[config.mk]
export PLATFORM = sky130hd
export DESIGN_NAME = uart_cmd_responder_flat
export DESIGN_NICKNAME = d
export VERILOG_FILES = /design/src/rtl/uart_pkg.sv /design/src/rtl/uart_cmd_responder_if.sv /design/src/rtl/uart_byte_rx.sv /design/src/rtl/uart_cmd_responder.sv /design/src/flat_wrapper.sv
export SDC_FILE = /design/constraint.sdc
export NUM_CORES = 1
export LEC_CHECK = 0
export ABC_AREA = 1
export BUFFER_PORTS_ARGS = -buffer_cell sky130_fd_sc_hd__buf_2
export CAP_MARGIN = 20
export CORE_UTILIZATION = 61
export CTS_CLUSTER_SIZE = 16
export DETAILED_ROUTE_END_ITERATION = 12
export PLACE_DENSITY = 0.81
export SLEW_MARGIN = 30
export SYNTH_ARGS = -nofsm -noshare
export SYNTH_HDL_FRONTEND = slang
export SYNTH_SLANG_ARGS = --single-unit
[constraint.sdc]
create_clock -name clk -period 2.3 [get_ports clk]
set_input_delay 0.115 -clock clk [delete_from_list [all_inputs] [get_ports clk]]
set_output_delay 0.115 -clock clk [all_outputs]
set_load 0.01 [all_outputs]
[src/rtl/uart_pkg.sv]
// uart_pkg: shared constants, FSM state types and counter sizing for the UART command link
package uart_pkg;
  localparam logic [7:0] RESP_COMPLETE     = 8'hA5;
  localparam logic [7:0] RESP_INTERMEDIATE = 8'h5A;
  typedef enum logic [1:0] {RX_IDLE, RX_START, RX_DATA, RX_STOP} rx_state_t;
  typedef enum logic {TX_IDLE, TX_XMIT} tx_state_t;
  typedef enum logic {WAIT_HI, WAIT_LO} cmd_state_t;
  function automatic int cnt_w(input int div);
    return ($clog2(div) + 1 > 12) ? $clog2(div) + 1 : 12;
  endfunction
endpackage

[src/rtl/uart_cmd_responder_if.sv]
// uart_cmd_responder_if: command/response handshake between the UART responder and the command processor
interface uart_cmd_responder_if;
  logic [15:0] cmd;
  logic        cmd_rdy;
  logic        clr_cmd_rdy;
  logic [7:0]  resp;
  logic        send_resp;
  logic        resp_sent;
  logic        tx_busy;
  modport master (input cmd, cmd_rdy, resp_sent, tx_busy, output clr_cmd_rdy, resp, send_resp);
  modport slave (output cmd, cmd_rdy, resp_sent, tx_busy, input clr_cmd_rdy, resp, send_resp);
endinterface

[src/rtl/uart_byte_rx.sv]
// uart_byte_rx: 8N1 byte receiver with RX synchroniser, false-start rejection and stop-bit check
module uart_byte_rx import uart_pkg::*; #(
  parameter int BAUD_DIV = 2604
) (
  input  logic       clk,
  input  logic       rst_n,
  input  logic       RX,
  output logic [7:0] rx_byte,
  output logic       rx_byte_vld
);
  localparam int W = cnt_w(BAUD_DIV);
  logic [2:0]   sync;
  rx_state_t    st, st_nxt;
  logic [W-1:0] cnt, cnt_nxt;
  logic [3:0]   bit_cnt, bit_nxt;
  logic [7:0]   sh, sh_nxt;
  logic         vld_nxt;
  logic         rx_s, falling, tick;
  assign rx_s    = sync[1];
  assign falling = sync[2] & ~sync[1];
  assign tick    = cnt == '0;
  assign rx_byte = sh;
  // two-flop synchroniser plus one history flop for edge detection, all preset to idle-high
  always_ff @(posedge clk or negedge rst_n)
    if (!rst_n) sync <= '1;
    else sync <= {sync[1:0], RX};
  // receiver state, baud/bit counters and shift register
  always_ff @(posedge clk or negedge rst_n)
    if (!rst_n) begin
      st          <= RX_IDLE;
      cnt         <= '0;
      bit_cnt     <= '0;
      sh          <= '0;
      rx_byte_vld <= 1'b0;
    end else begin
      st          <= st_nxt;
      cnt         <= cnt_nxt;
      bit_cnt     <= bit_nxt;
      sh          <= sh_nxt;
      rx_byte_vld <= vld_nxt;
    end
  // frame sequencing: half-bit to start-bit centre, then one bit period per sample
  always_comb begin
    st_nxt  = st;
    cnt_nxt = tick ? W'(BAUD_DIV - 1) : cnt - 1'b1;
    bit_nxt = bit_cnt;
    sh_nxt  = sh;
    vld_nxt = 1'b0;
    case (st)
      RX_IDLE: begin
        bit_nxt = '0;
        cnt_nxt = W'(BAUD_DIV / 2);
        st_nxt  = falling ? RX_START : RX_IDLE;
      end
      RX_START: if (tick) begin
        st_nxt  = rx_s ? RX_IDLE : RX_DATA;
        bit_nxt = 4'd1;
      end
      RX_DATA: if (tick) begin
        sh_nxt  = {rx_s, sh[7:1]};
        bit_nxt = bit_cnt + 1'b1;
        st_nxt  = (bit_cnt == 4'd8) ? RX_STOP : RX_DATA;
      end
      RX_STOP: if (tick) begin
        vld_nxt = rx_s;
        st_nxt  = RX_IDLE;
      end
      default: st_nxt = RX_IDLE;
    endcase
  end
endmodule

[src/rtl/uart_cmd_responder.sv]
// uart_cmd_responder: receives 2-byte commands and transmits 1-byte responses over 8N1 UART; CMD_TIMEOUT_EN adds a high/low byte timeout
module uart_cmd_responder import uart_pkg::*; #(
  parameter int BAUD_DIV     = 2604,
  parameter int TIMEOUT_CLKS = 2500000
) (
  input  logic                 clk,
  input  logic                 rst_n,
  input  logic                 RX,
  output logic                 TX,
  uart_cmd_responder_if.slave  bus
);
  localparam int W = cnt_w(BAUD_DIV);
  if (BAUD_DIV < 16 || TIMEOUT_CLKS < 1) begin : g_bad_cfg
    $error("uart_cmd_responder: BAUD_DIV must be >= 16 and TIMEOUT_CLKS >= 1");
  end
  logic [7:0]   rx_byte;
  logic         rx_byte_vld;
  cmd_state_t   cs, cs_nxt;
  logic [7:0]   hi;
  logic         tmo;
  tx_state_t    ts, ts_nxt;
  logic [9:0]   tsh, tsh_nxt;
  logic [W-1:0] tcnt, tcnt_nxt;
  logic [3:0]   tbit, tbit_nxt;
  logic         sent_nxt;
  uart_byte_rx #(.BAUD_DIV(BAUD_DIV)) u_rx (
    .clk         (clk),
    .rst_n       (rst_n),
    .RX          (RX),
    .rx_byte     (rx_byte),
    .rx_byte_vld (rx_byte_vld)
  );
`ifdef CMD_TIMEOUT_EN
  logic [21:0] tmo_cnt;
  assign tmo = tmo_cnt == 22'(TIMEOUT_CLKS);
  // clocks spent waiting for the low byte, restarted on every entry to WAIT_LO
  always_ff @(posedge clk or negedge rst_n)
    if (!rst_n) tmo_cnt <= '0;
    else tmo_cnt <= (cs == WAIT_LO && cs_nxt == WAIT_LO) ? tmo_cnt + 1'b1 : '0;
`else
  assign tmo = 1'b0;
`endif
  // command assembly state register
  always_ff @(posedge clk or negedge rst_n)
    if (!rst_n) cs <= WAIT_HI;
    else cs <= cs_nxt;
  // each received byte alternates high/low; a timeout abandons a lone high byte
  always_comb
    cs_nxt = rx_byte_vld ? (cs == WAIT_HI ? WAIT_LO : WAIT_HI) : (cs == WAIT_LO && tmo) ? WAIT_HI : cs;
  // high byte capture, cmd update on the low byte, cmd_rdy with set taking priority over clear
  always_ff @(posedge clk or negedge rst_n)
    if (!rst_n) begin
      hi          <= '0;
      bus.cmd     <= '0;
      bus.cmd_rdy <= 1'b0;
    end else begin
      hi <= (cs == WAIT_HI && rx_byte_vld) ? rx_byte : hi;
      if (cs == WAIT_LO && rx_byte_vld) begin
        bus.cmd     <= {hi, rx_byte};
        bus.cmd_rdy <= 1'b1;
      end else if ((cs == WAIT_HI && rx_byte_vld) || bus.clr_cmd_rdy) bus.cmd_rdy <= 1'b0;
    end
  assign TX          = tsh[0];
  assign bus.tx_busy = ts == TX_XMIT;
  // transmitter state, shifter and counters; the shifter idles all-ones so TX rests high
  always_ff @(posedge clk or negedge rst_n)
    if (!rst_n) begin
      ts            <= TX_IDLE;
      tsh           <= '1;
      tcnt          <= '0;
      tbit          <= '0;
      bus.resp_sent <= 1'b0;
    end else begin
      ts            <= ts_nxt;
      tsh           <= tsh_nxt;
      tcnt          <= tcnt_nxt;
      tbit          <= tbit_nxt;
      bus.resp_sent <= sent_nxt;
    end
  // frame {stop, data, start} shifted LSB first; the stop bit gets one extra clock so resp_sent lands at 10*BAUD_DIV+1
  always_comb begin
    ts_nxt   = ts;
    tsh_nxt  = tsh;
    tcnt_nxt = (ts == TX_XMIT) ? tcnt - 1'b1 : tcnt;
    tbit_nxt = tbit;
    sent_nxt = bus.resp_sent;
    if (ts == TX_IDLE) begin
      if (bus.send_resp) begin
        ts_nxt   = TX_XMIT;
        tsh_nxt  = {1'b1, bus.resp, 1'b0};
        tcnt_nxt = W'(BAUD_DIV - 1);
        tbit_nxt = '0;
        sent_nxt = 1'b0;
      end
    end else if (tcnt == '0) begin
      if (tbit == 4'd9) begin
        ts_nxt   = TX_IDLE;
        sent_nxt = 1'b1;
      end else begin
        tsh_nxt  = {1'b1, tsh[9:1]};
        tbit_nxt = tbit + 1'b1;
        tcnt_nxt = (tbit == 4'd8) ? W'(BAUD_DIV) : W'(BAUD_DIV - 1);
      end
    end
  end
endmodule

[src/flat_wrapper.sv]
// flat-port wrapper written by rule: the top's interface ports become plain ports
module uart_cmd_responder_flat import uart_pkg::*;
#(
  parameter int BAUD_DIV     = 2604,
  parameter int TIMEOUT_CLKS = 2500000
)
  (clk, rst_n, RX, TX, bus_cmd, bus_cmd_rdy, bus_resp_sent, bus_tx_busy, bus_clr_cmd_rdy, bus_resp, bus_send_resp);
  uart_cmd_responder_if bus_i ();
  input  logic clk;
  input  logic rst_n;
  input  logic RX;
  output logic TX;
  output wire logic [$bits(bus_i.cmd)-1:0] bus_cmd;
  output wire logic [$bits(bus_i.cmd_rdy)-1:0] bus_cmd_rdy;
  output wire logic [$bits(bus_i.resp_sent)-1:0] bus_resp_sent;
  output wire logic [$bits(bus_i.tx_busy)-1:0] bus_tx_busy;
  input wire logic [$bits(bus_i.clr_cmd_rdy)-1:0] bus_clr_cmd_rdy;
  input wire logic [$bits(bus_i.resp)-1:0] bus_resp;
  input wire logic [$bits(bus_i.send_resp)-1:0] bus_send_resp;
  assign bus_cmd = bus_i.cmd;
  assign bus_cmd_rdy = bus_i.cmd_rdy;
  assign bus_resp_sent = bus_i.resp_sent;
  assign bus_tx_busy = bus_i.tx_busy;
  assign bus_i.clr_cmd_rdy = bus_clr_cmd_rdy;
  assign bus_i.resp = bus_resp;
  assign bus_i.send_resp = bus_send_resp;
  uart_cmd_responder #(.BAUD_DIV(BAUD_DIV), .TIMEOUT_CLKS(TIMEOUT_CLKS)) u_core (.clk(clk), .rst_n(rst_n), .RX(RX), .TX(TX), .bus(bus_i));
endmodule
==> impl_metrics.yaml, run 1 <==
finish:
  synthToLayoutAreaGrowth_pct: 11.6
  multi_input_area_um2: 1740
  finish.utilization_pct: 72.1
  seqCellArea_um2: 2140
  layout-drive-gt1-share_pct: 17.8
  n_fill_cell: 480
  stdcell_count: 622
  num_antenna_cells: 0
  num-nets-final: 564
placed_design:
  port_buffers: 32
  place_hpwl_um: 5410
  gp_congestion: 0.839
  numPlacedInstances: 603
  place_ws_ns: 0.469
timing:
  finalCritPeriodShare_pct: 80.8
  fmax_mhz: 538
  setup_ws_ns: 0.441
  worstMarginPinSlew_ns: 0.569
  slew_headroom_pct: 62.1
  final.min_clock_period_ns: 1.86
  hold_viol_final: 0
  fin_setup_tns_ns: 0
  rsz0062_at_grt: "false"
  fin_hold_ws_ns: 0.0578
  setup_viol: 0
  slew_viol_final: 0
  skew_ns: 0.00735
clock_tree:
  cts_root_buffer: "clkbuf_8"
  path_clk_slew_ns: 0.08
  cts_tree: "yes"
  clk_latency_ns: 0.35
  htree_levels: 3
  cts.sinks: 85
  cts_resized: 0
  cts.path.max_buffers: 2
  cts_made_buffers: 9
  post-cts-setup-buffers: 0
die:
  initial_core_util_pct: 64.6
  ios: 33
  fp.dieW_um: 84.9
  core_area_um2: 6490
  die_h_um: 84.9
  dieArea_um2: 7210
  placementRows: 29
yosys:
  synth_area_leader_cell: "dfrtp_1"
  syn-num-nets: 526
  synth_top_area_share_pct: 43.6
  async_reset_ff_share_pct: 100
  synth-main-ff-cell: "dfrtp_1"
  synth_warnings: 0
  seq_area_frac_synth_pct: 51.1
  synthesis.area_um2: 4190
  synthDistinctLibCells: 37
  synth_edf_count: 0
  avgSynthCellArea_um2: 8.35
  ys_ff_latch: 85
  ys_top_cells_by_area: "dfrtp_1, nand2_1, dfstp_2"
  syn_inst: 502
power:
  vdd_drop_max_v: 0.000525
  power-per-cell-area_nw_per_um2: 806
  p_leak_nw: 2.42
detailed_routing:
  vias_per_cell: 5.24
  wire_per_inst_um: 12.3
  drtIter0Drc: 232
  drt-pass1-iter-count: 11
  antenna_left: 0
  drc_errors: 5
  wl_um: 7680
  num_vias: 3260
status:
  status: "finished, violations left"
  violations: "design-rule violations"
setup_path:
  arrival_ns: 2.09
  critical_path_class: "reg2reg"
  crit_required_ns: 2.54
  end_kind: "register"
  critPathMaxFanout: 11
  critPathLaunchType: "register"
global_route:
  grt_use_total_pct: 24.1
  grt_pass1_wl_um: 13900
  grt_pass1_vias: 3224
  antenna_found_initial: 0
  overflow: 0
  grt_max_degree: 44
worst_hold_path:
  hp-class: "in2reg"
flow_run:
  drv_cap: 0
cells in the final DEF (no fill, tap or decap), drive strengths merged:
master	Yosys	final
a211oi	1	1
a21boi	1	1
a21oi	3	3
buf	7	35
bufinv	0	2
clkbuf	4	9
clkinv	2	6
dfrtp	73	73
dfstp	12	12
dlygate4sd3	0	3
ha	11	11
inv	64	65
mux2	1	1
nand2	148	148
nand3	56	56
nand4	5	5
nor2	51	51
nor3	2	2
nor4	1	1
o21a	1	1
o21ai	43	43
o31ai	2	2
or2	2	2
xnor2	4	4
xor2	8	8
timing repair:
item / 4_1_cts / 5_1_grt
setup endpoints to repair: 0 / 0
hold buffers: 3 / 0
endpoints found under the hold margin: 35 / 0
layer usage:
layer	global-route usage (%)	share of wire (%)	routed length, um	up-vias
met5	0	0	0	-
met4	9.24	1.2	90	0
met3	4.38	2.7	204	8
met2	41.3	50	3810	52
met1	30.8	47	3580	1544
li1	-	-	-	1656
registers in the layout, indices dropped and copies added, names as in the netlist, named ones only:
name / flops
u_core.bus.tx_busy: 1
u_core.u_rx.st: 1
u_core.u_rx.cnt: 13
u_core.u_rx.rx_byte_vld: 1
u_core.bus.cmd_rdy: 1
u_core.u_rx.sync: 3
u_core.hi: 8
u_core.bus.resp_sent: 1
u_core.u_rx.rx_byte: 8
u_core.tsh: 9
u_core.bus.cmd: 16
u_core.tbit: 4
u_core.u_rx.bit_cnt: 4
u_core.tcnt: 13
u_core.cs: 1
per-stage QoR:
step                      area, um^2  total power, W
after floorplan                 4190         0.00241
after global placement          4430         0.00258
after detailed placement        4430         0.00263
after CTS                       4680         0.00379
after global routing            4680         0.00400
final                           4680         0.00377
final timing paths:
kind | start | endpoint | slack, ns | depth (start not counted)
max in group asynchronous | rst_n | u_core.u_rx.sync[0] | 1.33 | 3
setup / recovery | u_core.tcnt[0] | u_core.tcnt[6] | 0.44 | 9
hold reg to reg | u_core.u_rx.sync[0] | u_core.u_rx.sync[1] | 0.36 | 0
min in group asynchronous | rst_n | u_core.tcnt[9] | 0.30 | 2
setup reg to reg | u_core.tcnt[0] | u_core.tcnt[6] | 0.44 | 9
hold / removal | bus_send_resp | u_core.tcnt[12] | 0.06 | 4
power breakdown:
group	total, W	internal (W)	switching, W
Sequential	0.00182	0.00166	0.000156
Clock	0.00117	0.000618	0.000548
Combinational	0.000785	0.000267	0.000518
Total	0.00377	0.00255	0.00122
cells in the mapped netlist (3+ instances only):
| cell | instances |
|---|---|
| o21ai_0 | 29 |
| o21ai_1 | 6 |
| nor2_1 | 39 |
| nor2_2 | 7 |
| inv_1 | 60 |
| nand3_1 | 54 |
| dfstp_2 | 12 |
| ha_1 | 11 |
| xnor2_1 | 4 |
| dfrtp_1 | 73 |
| nand4_1 | 4 |
| nand2_1 | 142 |
| nand2_2 | 4 |
| inv_2 | 4 |
| o21ai_2 | 8 |
| xor2_1 | 8 |
| nor2_4 | 4 |
| clkbuf_1 | 4 |
| a21oi_1 | 3 |
| buf_2 | 3 |
critical path: stages (launching register included):
cell and delay, ns:
dfrtp_1 0.41, inv_1 0.07, ha_1 0.21, nand2_1 0.13, nor2_4 0.14, nand3_1 0.11, nand2_1 0.27, nand2_1 0.23
inv_2 0.13, nor2_1 0.05
cell type report:
| class | count | share of cell area, % |
|---|---|---|
| clock inverter | 7 | 2.11 |
| inverter | 66 | 5.29 |
| clock buffer | 9 | 2.65 |
| sequential | 85 | 45.8 |
| timing repair buffer | 38 | 4.86 |
| tap | 77 | 2.06 |
| multi-input combinational | 340 | 37.3 |
cells by family after synthesis:
kind of cell | share of synthesized area (%)
AO/OA/AOI/OAI | 7.10
XOR/XNOR | 2.51
multiplexers | 0.268
AND/OR/NAND/NOR | 28.4
adder cells (fa/ha/maj) | 3.28
flip-flops | 51.1
buffers and inverters | 7.34
(Power assumes the default switching activity.)
==> run 2: changes to the inputs <==
ABC_AREA = 0   (was 1)
CORE_UTILIZATION = 54   (was 61)
PLACE_DENSITY = 0.76   (was 0.81)
clock period = 1.7 ns   (was 2.3 ns; I/O delays follow)
==> impl_metrics.yaml, run 2 <==
setup_path:
  worstPathCellList: "inv_1 -> ha_2 -> nor4b_4 -> buf_4 -> nand4_1 -> buf_4 -> a21o_1"
  end_kind: "register"
  critical_path_class: "reg2reg"
  critPathMaxStageDelay_ns: 0.39
  worstSetupStartpoint: "u_core.u_rx.cnt[0]"
  crit_required_ns: 1.96
  critPathMaxFanout: 8
  worstReg2RegEnd: "u_core.u_rx.cnt[8]"
  critPathLaunchType: "register"
  r2r_start: "u_core.u_rx.cnt[0]"
  reg2regPathDepth: 7
  ff2ff_setup_slack_ns: -0.06
  arrival_ns: 2.02
  path_common_cell: "buf_4"
  slowest_stage: "dfrtp_1"
detailed_routing:
  vias_per_cell: 5.61
  num_vias: 3092
  wl_um: 9130
  wire_per_inst_um: 16.6
  drc_errors: 0
  antenna_left: 0
  drt-pass1-iter-count: 4
  drtIter0Drc: 156
yosys:
  async_reset_ff_share_pct: 100
  syn-num-nets: 382
  syn_inst: 358
  synth_top_area_share_pct: 43.8
  synth-main-ff-cell: "dfrtp_1"
  synth_area_leader_cell: "dfrtp_1"
  synthesis.area_um2: 4170
  ys_top_cells_by_area: "dfrtp_1, dfstp_2, mux2_2"
  ys_ff_latch: 85
  synthTopCellsByCount: "dfrtp_1, mux2_2, nor2_1, nand2_1, inv_1"
  synth_most_common_cell: "dfrtp_1"
  synth_warnings: 0
  synth_edf_count: 0
  seq_area_frac_synth_pct: 51.4
  avgSynthCellArea_um2: 11.6
  synthDistinctLibCells: 58
finish:
  synthToLayoutAreaGrowth_pct: 25.6
  seqCellArea_um2: 2140
  layout_common_cells: "dfrtp_1, buf_4, buf_2"
  num-nets-final: 471
  regMostFlops: "u_core.bus.cmd"
  finish.utilization_pct: 71.1
  largest_register_ffs: 16
  layout-drive-gt1-share_pct: 42.3
  n_fill_cell: 502
  multi_input_area_um2: 2030
  final_common_cell: "dfrtp_1"
  num_antenna_cells: 0
  reg.largest.list: "u_core.bus.cmd: 16 flops, u_core.tcnt: 13 flops, u_core.u_rx.cnt: 13 flops"
timing:
  slew_headroom_pct: 66.8
  setup_ws_ns: -0.0641
  rsz0062_at_grt: "true"
  setup_viol: 29
  finalCritPeriodShare_pct: 104
  final.min_clock_period_ns: 1.76
  slew_viol_final: 0
  fmax_mhz: 567
  worstMarginPinSlew_ns: 0.497
  hold_viol_final: 0
  skew_ns: 0.00965
clock_tree:
  cts.sinks: 85
  cts_tree: "yes"
  cts_root_buffer: "clkbuf_8"
  cts_made_buffers: 9
  cts.path.max_buffers: 2
  htree_levels: 3
  clk_latency_ns: 0.36
  path_clk_slew_ns: 0.09
global_route:
  antenna_found_initial: 0
  grt_use_total_pct: 23.4
  grt_max_degree: 37
  overflow: 0
  grt_pass1_wl_um: 15300
  grt_pass1_vias: 3296
die:
  fp.dieW_um: 89.9
  dieArea_um2: 8080
  core_area_um2: 7370
  ios: 33
  die_h_um: 89.9
  placementRows: 31
  initial_core_util_pct: 56.6
placed_design:
  port_buffers: 32
  place_hpwl_um: 5950
  gp_congestion: 0.823
  place_ws_ns: -0.0960
power:
  vdd_drop_max_v: 0.000490
  p_int_w: 0.00326
  combPwrFrac_pct: 19.2
  p_sw_w: 0.00139
  swShare_pct: 30.0
  power-per-cell-area_nw_per_um2: 888
  p_leak_nw: 2.44
  pwr-share-clk_pct: 29.7
  seq_power_share_pct: 51.1
worst_hold_path:
  whs_path_depth: 3
  min_to: "u_core.tsh[6]"
  hold_start: "bus_resp[5]"
  hp-class: "in2reg"
status:
  status: "finished, violations left"
  violations: "negative setup slack"
flow_run:
  drv_cap: 0
==> run 2: cell types whose count changed after synthesis, moves of 17 or more <==
cell,previous run,this run
nand3_1,54,7
nand2_1,142,21
nor2_1,39,22
mux2_2,1,25
inv_1,60,19
o21ai_0,29,9
==> run 2: routing by layer <==
metal | GRT usage, % | vias up | share of wire [%]
met2 | 39.9 | 50 | 51
met3 | 4.65 | 16 | 2.5
met1 | 29.7 | 1551 | 45
met5 | 0 | - | 0
li1 | - | 1475 | -
met4 | 8.74 | 0 | 2.3
==> run 2: power by group through the flow <==
stage	Combinational, W	Sequential, W	Clock (W)
final	0.000893	0.00238	0.00138
after global routing	0.000994	0.00240	0.00149
after CTS	0.000801	0.00237	0.00140
after detailed placement	0.000771	0.00241	0
after global placement	0.000743	0.00240	0
after floorplan	0.000420	0.00242	0
==> run 2: area by class of cell <==
class / instances / area share (%)
flip-flops and latches: 85 / 40.9
multi-input cells: 238 / 38.7
repair buffers: 94 / 13.0
clock buffers: 10 / 2.63
well taps: 99 / 2.36
inverters: 19 / 1.36
clock inverters: 6 / 1.03
==> run 2: metrics by stage <==
stage | TNS [ns] | instances | hold WS (ns) | instance area, um^2 | total power [W]
final | -0.667 | 551 | 0.120 | 5240 | 0.00465
after global placement | 0 | 518 | 0.0739 | 4730 | 0.00314
after floorplan | -0.320 | 358 | -0.211 | 4180 | 0.00284
after CTS | -0.352 | 545 | 0.114 | 5060 | 0.00457
after global routing | -4.11 | 551 | 0.163 | 5240 | 0.00489
after detailed placement | -0.778 | 518 | 0.0762 | 4730 | 0.00318
==> run 2: what timing repair did <==
item,in CTS,in global routing
hold buffers,4,0
gates resized for setup,12,30
pin swaps,5,15
cloned,0,1
setup buffers,7,7
endpoints found under the hold margin,33,0
setup endpoints to repair,24,46
==> run 2: worst max path at each step <==
stage	end	depth (start not counted)
floorplan	u_core.u_rx.rx_byte[0]	7
global placement	u_core.tbit[1]	7
detailed placement	register	8
CTS	register	8
global route	u_core.u_rx.cnt[4]	8
finish	u_core.u_rx.cnt[8]	7
==> run 2: kinds of logic after synthesis <==
family / synth area share [%]
buffers and inverters: 3.66
adders and majority gates: 3.30
DFF: 51.4
and+or+nand+nor: 17.7
xor gates and xnor gates: 2.94
AOI/OAI and AO/OA: 10.2
muxes: 10.8
==> run 2: worst max-delay path: cells and delay by family, from the launching register on <==
family,cells,cell delay [ns]
AOI/OAI and AO/OA,1,0.16
adders and majority gates,1,0.18
buffers and inverters,3,0.49
DFF,1,0.39
and+or+nand+nor,2,0.45
